==> src/rtl/wb_serial_master.sv <==
// Byte-stream driven Wishbone classic initiator: parses write/read commands, runs one bus cycle, returns a response.
// Optional ack timeout is enabled by defining WB_SERIAL_MASTER_TIMEOUT_EN.
module wb_serial_master #(
    parameter logic [7:0] CMD_WRITE      = 8'h01,
    parameter logic [7:0] CMD_READ       = 8'h02,
    parameter logic [7:0] ACK_BYTE       = 8'hA5,
    parameter logic [7:0] ERR_BYTE       = 8'hEE,
    parameter int         TIMEOUT_CYCLES = 1024
) (
    input  logic        clk,
    input  logic        reset,
    input  logic [7:0]  rx_data,
    input  logic        rx_valid,
    output logic [7:0]  tx_data,
    output logic        tx_valid,
    input  logic        tx_ready,
    output logic [31:0] wb_adr_o,
    output logic [31:0] wb_dat_o,
    input  logic [31:0] wb_dat_i,
    output logic [3:0]  wb_sel_o,
    output logic        wb_we_o,
    output logic        wb_cyc_o,
    output logic        wb_stb_o,
    input  logic        wb_ack_i,
    output logic        busy
);

    typedef enum logic [2:0] {IDLE, ADDR, WDATA, BUS, RESP} state_t;

    state_t      state_q;
    logic        we_q;
    logic        cyc_q;
    logic        tx_valid_q;
    logic [7:0]  tx_data_q;
    logic [31:0] adr_q;
    logic [31:0] dat_q;
    logic [31:0] resp_q;
    logic [1:0]  cnt_q;
    logic [1:0]  nleft_q;
    logic [31:0] adr_d;
    logic [31:0] dat_d;
    logic        tmo_hit;

    assign adr_d = {adr_q[23:0], rx_data};
    assign dat_d = {dat_q[23:0], rx_data};

    if (TIMEOUT_CYCLES < 2) begin : g_bad_timeout
        $error("TIMEOUT_CYCLES must be at least 2");
    end

`ifdef WB_SERIAL_MASTER_TIMEOUT_EN
    localparam int TW = $clog2(TIMEOUT_CYCLES);
    logic [TW-1:0] tmo_q;

    // Held at zero outside BUS, so it starts from zero on every BUS entry.
    always_ff @(posedge clk) begin
        if (reset || state_q != BUS) tmo_q <= '0;
        else                         tmo_q <= tmo_q + 1'b1;
    end

    assign tmo_hit = (tmo_q == TW'(TIMEOUT_CYCLES - 1));
`else
    assign tmo_hit = 1'b0;
`endif

    always_ff @(posedge clk) begin
        if (reset) begin
            state_q    <= IDLE;
            we_q       <= 1'b0;
            cyc_q      <= 1'b0;
            tx_valid_q <= 1'b0;
            tx_data_q  <= 8'h00;
            adr_q      <= 32'h0;
            dat_q      <= 32'h0;
            resp_q     <= 32'h0;
            cnt_q      <= 2'd0;
            nleft_q    <= 2'd0;
        end else begin
            case (state_q)
                IDLE: begin
                    if (rx_valid) begin
                        cnt_q <= 2'd0;
                        if (rx_data == CMD_WRITE) begin
                            we_q    <= 1'b1;
                            state_q <= ADDR;
                        end else if (rx_data == CMD_READ) begin
                            we_q    <= 1'b0;
                            state_q <= ADDR;
                        end else begin
                            tx_data_q  <= ERR_BYTE;
                            tx_valid_q <= 1'b1;
                            nleft_q    <= 2'd0;
                            state_q    <= RESP;
                        end
                    end
                end
                ADDR: begin
                    if (rx_valid) begin
                        adr_q <= adr_d;
                        cnt_q <= cnt_q + 2'd1;
                        if (cnt_q == 2'd3) begin
                            if (we_q) begin
                                state_q <= WDATA;
                            end else begin
                                cyc_q   <= 1'b1;
                                state_q <= BUS;
                            end
                        end
                    end
                end
                WDATA: begin
                    if (rx_valid) begin
                        dat_q <= dat_d;
                        cnt_q <= cnt_q + 2'd1;
                        if (cnt_q == 2'd3) begin
                            cyc_q   <= 1'b1;
                            state_q <= BUS;
                        end
                    end
                end
                BUS: begin
                    // Ack takes priority over a timeout landing on the same cycle.
                    if (wb_ack_i) begin
                        cyc_q      <= 1'b0;
                        tx_valid_q <= 1'b1;
                        state_q    <= RESP;
                        if (we_q) begin
                            tx_data_q <= ACK_BYTE;
                            nleft_q   <= 2'd0;
                        end else begin
                            tx_data_q <= wb_dat_i[31:24];
                            resp_q    <= {wb_dat_i[23:0], 8'h00};
                            nleft_q   <= 2'd3;
                        end
                    end else if (tmo_hit) begin
                        cyc_q      <= 1'b0;
                        tx_valid_q <= 1'b1;
                        tx_data_q  <= ERR_BYTE;
                        nleft_q    <= 2'd0;
                        state_q    <= RESP;
                    end
                end
                RESP: begin
                    if (tx_valid_q && tx_ready) begin
                        if (nleft_q == 2'd0) begin
                            tx_valid_q <= 1'b0;
                            state_q    <= IDLE;
                        end else begin
                            tx_data_q <= resp_q[31:24];
                            resp_q    <= {resp_q[23:0], 8'h00};
                            nleft_q   <= nleft_q - 2'd1;
                        end
                    end
                end
                default: state_q <= IDLE;
            endcase
        end
    end

    assign wb_adr_o = adr_q;
    assign wb_dat_o = dat_q;
    assign wb_we_o  = we_q;
    assign wb_cyc_o = cyc_q;
    assign wb_stb_o = cyc_q;
    assign wb_sel_o = 4'hF;
    assign tx_data  = tx_data_q;
    assign tx_valid = tx_valid_q;
    assign busy     = (state_q != IDLE);

endmodule
==> config.mk <==
export PLATFORM = sky130hd
export DESIGN_NAME = wb_serial_master
export DESIGN_NICKNAME = d
export VERILOG_FILES = /design/src/rtl/wb_serial_master.sv
export SDC_FILE = /design/constraint.sdc
export NUM_CORES = 1
export LEC_CHECK = 0
export ABC_CLOCK_PERIOD_IN_PS = 2500
export CORE_MARGIN = 1.5
export CORE_UTILIZATION = 25
export CTS_BUF_LIST = sky130_fd_sc_hd__clkbuf_16
export CTS_CLUSTER_DIAMETER = 30
export CTS_CLUSTER_SIZE = 8
export DETAILED_ROUTE_END_ITERATION = 6
export PLACE_DENSITY_LB_ADDON = 0.15
export REMOVE_ABC_BUFFERS = 1
export SLEW_MARGIN = 20
export SYNTH_ARGS = -nofsm -noshare
export SYNTH_HDL_FRONTEND = slang
export SYNTH_SLANG_ARGS = --single-unit
==> constraint.sdc <==
create_clock -name clk -period 2.5 [get_ports clk]
set_input_delay 0.625 -clock clk [delete_from_list [all_inputs] [get_ports clk]]
set_output_delay 0.625 -clock clk [all_outputs]
set_load 0.02 [all_outputs]
-- Word level (Yosys, flattened, before mapping)
Cells that the tools add are included.
W data, S select, Z words.
- reduce and logical (&&, ||, !) cells: 19
- add/sub/neg operators: 2
- mux-type cells: 52
- eq/ne operators: 21
- operators with widths (operator ; count):
    $mux W32 ; 4
    $pmux W32 S2 ; 1
    $mux W8 ; 7
    $mux W3 ; 10
    $ne A2 B2 Y1 const B ; 13
    $pmux W8 S3 ; 1
    $reduce_and A7 Y1 ; 3
    $mux W2 ; 9
    $mux W1 ; 15
    $pmux W3 S5 ; 1
    $reduce_bool A3 Y1 ; 3
    $eq A8 B1 Y1 const B ; 1
    $eq A8 B2 Y1 const B ; 1
    $reduce_and A8 Y1 ; 1
    $eq A3 B2 Y1 const B ; 2
    $pmux W1 S3 ; 2
    $pmux W2 S3 ; 1
    $reduce_and A3 Y1 ; 2
    $reduce_bool A2 Y1 ; 3
    $reduce_and A5 Y1 ; 1
    $pmux W2 S2 ; 1
    $reduce_and A2 Y1 ; 2
    $eq A3 B1 Y1 const B ; 1
    $eq A3 B3 Y1 const B ; 1
    8 further kinds ; 8
- output and inout port bits: 81
- logic and storage cells: 104
- bits in registers: 114
- input bits: 45

-- Logic depth before layout (Yosys ltp)
- word-level depth: 5
- depth in mapped cells: 7
- mapped depth without buffers: 6

-- Worst setup path before layout
Ideal clock, no wire load.
- path kind: in2reg
- start: input rx_data[2]
- end: register tx_data_q[0] (netlist: tx_data[0])
- data arrival time: 1.693 ns
- setup slack: 0.686 ns
- stages on the path: 4
- buffers on the path: 0
- required time: 2.379 ns
- setup time: 0.121 ns
- cells stage by stage: nor4_4 > nand4_1 > nand3_4 > mux2_2
- cells in the longest elaborated chain, start to end: 3
- elaborated cells on any way between the ends: 5
- classes of those cells: eq/ne (4); reduce/logical (1)
- RTL lines (what ; RTL line ; source):
    from (decl) ; 12 ; input logic [7:0] rx_data,
    $eq A8 B2 Y1 / $eq A8 B1 Y1 (equally long branches) ; 86, 83 ;
    $ne A2 B2 Y1 (no line) ; n/a ;
    $reduce_and A7 Y1 (no line) (*) ; n/a ;
    to (signal assigned) ; 131 ; tx_data_q <= wb_dat_i[31:24];
    to (signal assigned) ; 149 ; tx_data_q <= resp_q[31:24];
    to (decl) ; 34 ; logic [7:0] tx_data_q;
Mark *: on every way between the ends. The rest lies on a longest branch, timed or not.
A chain may end at the register's enable or synchronous reset.

-- Worst setup path after layout
- start: register state_q[0]
- end: output busy
- cells in the longest elaborated chain, start to end: 1
- RTL lines (what ; RTL line ; source):
    from (decl) ; 30 ; state_t state_q;
    from (signal assigned) ; 68 ; state_q <= IDLE;
    from (signal assigned) ; 85 ; state_q <= ADDR;
    from (signal assigned) ; 88 ; state_q <= ADDR;
    $reduce_bool A3 Y1 ; 168 ; assign busy = (state_q != IDLE);
    to (decl) ; 25 ; output logic busy
No other way between the ends.

==> impl_metrics.ini <==
[grt]
use_met1_pct = 17.7
grt_max_degree = 55
gr-usage-met3_pct = 2.96
met2_usage_pct = 21.4
grt_use_total_pct = 13.5
top_usage_layer = met2
grt_pass1_vias = 4120
grt-ovfl-total = 0
antenna_found_initial = 0
grt_pass1_wl_um = 21300

[place]
place_area_sq_um = 6060
dpl.hpwl_um = 9070
place_congestion = 0.767
port_buffers = 121
dpl_worst_slack_ns = 0.0258

[sta]
worstMarginPinSlew_ns = 0.572
rsz0062_at_grt = no
finalMaxSlewViolations = 0
setup_viol = 0
fin_skew_ns = 0.00810
fin_crit_sh_pct = 94.1
fin_ws_ns = 0.147
period_needed_ns = 2.35
fmax_mhz = 425
final_hold_viol_count = 0
max-slew-margin-rel_pct = 61.9
fin_tns_setup_ns = 0

[hold_path]
hold_depth = 2
hp-class = reg2reg
hold_end = wb_adr_o[29]
hp-start = wb_adr_o[29]

[worst_setup_path]
cp.arrival_ns = 1.73
crit_path_max_incr_delay_ns = 0.58
critical_path.startpoint_type = flip-flop
setup.worst_path.end_class = primary output
worstSetupPathType = reg2out
r2r-end = resp_q[21]
path_cells = or3_1 -> clkdlybuf4s50_1
ff2ff_path_depth = 5
cp_slowest_cell = clkdlybuf4s50_1
reg2reg_from = state_q[2]
critPathRequiredTime_ns = 1.88
reg2reg_setup_slack_ns = 0.58
crit_fanout = 7

[synth]
synth_mux_area_share_pct = 0.889
synth.cell_area_sq_um = 4640
synthAdderAreaFrac_pct = 0.539
seq_area_frac_synth_pct = 45.7
synth-edff-count = 0
synthXorXnorAreaFrac_pct = 0.189
synthFlopType = dfxtp_1
synth_cells = 559
yosys.area_share.simple_pct = 22.9
synth-seq-cells = 106
ys_top_cells_by_area = dfxtp_1 46%, nand2_1 14%, a21oi_1 10%
synth.avg_cell_area_sq_um = 8.30
synth_top_family_by_area = simple AND/OR/NAND/NOR gates
yosysTopAreaCellShare_pct = 45.7
async_reset_ff_share_pct = 0
yosysUniqueCellTypes = 62
yosysTopAreaCell = dfxtp_1
synth-compound-area-share_pct = 22.2
yosys_warnings = 0

[clock_tree]
cts.sinks = 106
cts_root_buf = clkbuf_16
insertion_delay_ns = 0.35
cts-htree-levels = 3
cts_tree = done
postCtsSetupBuffers = 0
postCtsHoldBufs = 0
cts_buffers = 9
clock_path_buffers = 2
clk_pin_slew_worst_paths_ns = 0.07
ctsResizeCount = 0

[cells_and_area]
diodes = 0
nets = 712
n_fill_cell = 1850
postLayoutCellArea_sq_um = 6350
syn_to_final_growth_pct = 36.8
drive_gt1_share_pct = 8.81

[floorplanning]
num_rows = 49
fp.dieH_um = 139
die_area_sq_um = 19400
start_util_pct = 25.7
io_pins = 126
dieWidth_um = 139
coreArea_sq_um = 18100

[routing]
via_per_inst = 4.68
drc = 12
vias = 4204
drt_iter0_drc = 137
wl_per_cell_um = 14.3
drtAntennaViolNets = 0
first_pass_iters = 7
finalWirelength_um = 12800

[power_and_ir_drop]
leakagePower_nw = 2.07
power_w = 0.00355
ir_drop_mv = 0.316
power_density_nw_per_um2 = 560

[status]
status = complete, but fails checks
failed_checks = design-rule violations

[job]
maxCapViolations = 0
==> Yosys cell counts, drive strengths merged (2+ instances only) <==
cell type / count
a21oi: 94
or3b: 2
o211ai: 3
a211oi: 2
a2bb2oi: 2
nand2b: 3
a31o: 3
nor2b: 3
and3b: 2
ha: 2
nor3: 4
nand3: 3
nor3b: 3
buf: 35
o221ai: 4
mux2i: 3
and2: 2
a31oi: 3
nand2: 168
a311oi: 16
dfxtp: 106
o311a: 2
o31ai: 3
o21ai: 16
nor4: 6
clkbuf: 17
nand4: 10
nand4bb: 2
nor2: 11
inv: 10
==> worst max-delay path: cells and delay by family (launching register included) <==
family,cells,cell delay (ns)
buffers and inverters,1,0.58
AND/OR/NAND/NOR,1,0.40
flip-flops,1,0.39
==> how the worst max path moves through the flow <==
stage	from	end	slack [ns]	depth (start not counted)
after detailed placement	rx_data[2]	tx_data[0]	0.03	5
final	state_q[0]	busy	0.15	2
after CTS	state_q[0]	busy	0.13	2
after global placement	rx_data[2]	tx_valid	0.04	6
after global routing	state_q[0]	busy	0.08	2
after floorplan	rx_valid	wb_adr_o[0]	0.40	4
==> layout make-up <==
cell class / count / area [sq um] / area share [%]
clock buffer: 9 / 225 / 3.55
clock inverter: 7 / 61.3 / 0.966
inverter: 10 / 37.5 / 0.591
multi-input combinational: 394 / 2200 / 34.6
sequential: 106 / 2120 / 33.4
tap: 229 / 287 / 4.51
timing repair buffer: 144 / 1420 / 22.3
==> through the flow <==
step                instances  utilization, %  hold WS [ns]
floorplan                 510               -         0.444
global placement          883            33.5         0.443
detailed placement        883            33.5         0.448
CTS                       899            35.1         0.458
global route              899            35.1         0.481
finish                    899            35.1         0.455
==> cells by family (layout without fill, tap and decap cells) <==
family,count (synthesis),in the layout
compound gates,156,156
xor+xnor,1,1
fa+ha+maj,2,2
buf+inv,62,170
flops,106,106
mux,4,4
other cells,1,4
simple gates,227,227
==> report_power, final <==
| part | internal, W | leakage, nW | total (W) | switching, W |
|---|---|---|---|---|
| Clock | 0.000765 | 0.139 | 0.00139 | 0.000628 |
| Combinational | 0.000191 | 1.08 | 0.000420 | 0.000229 |
| Sequential | 0.00172 | 0.856 | 0.00174 | 0.0000203 |
| Total | 0.00268 | 2.07 | 0.00355 | 0.000877 |
==> registers in the layout, summed over array words and instances, names as in the netlist <==
signal and cells:
wb_adr_o 32, wb_dat_o 32, resp_q 24, tx_data 8, state_q 3, cnt_q 2, nleft_q 2, tx_valid 1
wb_cyc_o 1, wb_we_o 1
==> metal layers <==
layer | share of wire, % | wire length (um)
met3 | 5.7 | 725
met2 | 46 | 5840
met5 | 0 | 0
met4 | 2.2 | 286
met1 | 47 | 5970
==> layout by cell type (no fill, tap or decap), drive strengths merged, types with 2 or more instances in the layout <==
cell type	instances
a211oi	2
a21oi	94
a2bb2oi	2
a311oi	16
a31o	3
a31oi	3
and2	2
and3b	2
buf	24
clkbuf	9
clkdlybuf4s50	120
clkinv	4
conb	4
dfxtp	106
ha	2
inv	11
mux2i	3
nand2	168
nand2b	3
nand3	3
nand4	10
nand4bb	2
nor2	11
nor2b	3
nor3	4
nor3b	3
nor4	6
o211ai	3
o21ai	16
o221ai	4
o311a	2
o31ai	3
or3b	2
No activity file was read; power rests on OpenSTA's default activity.
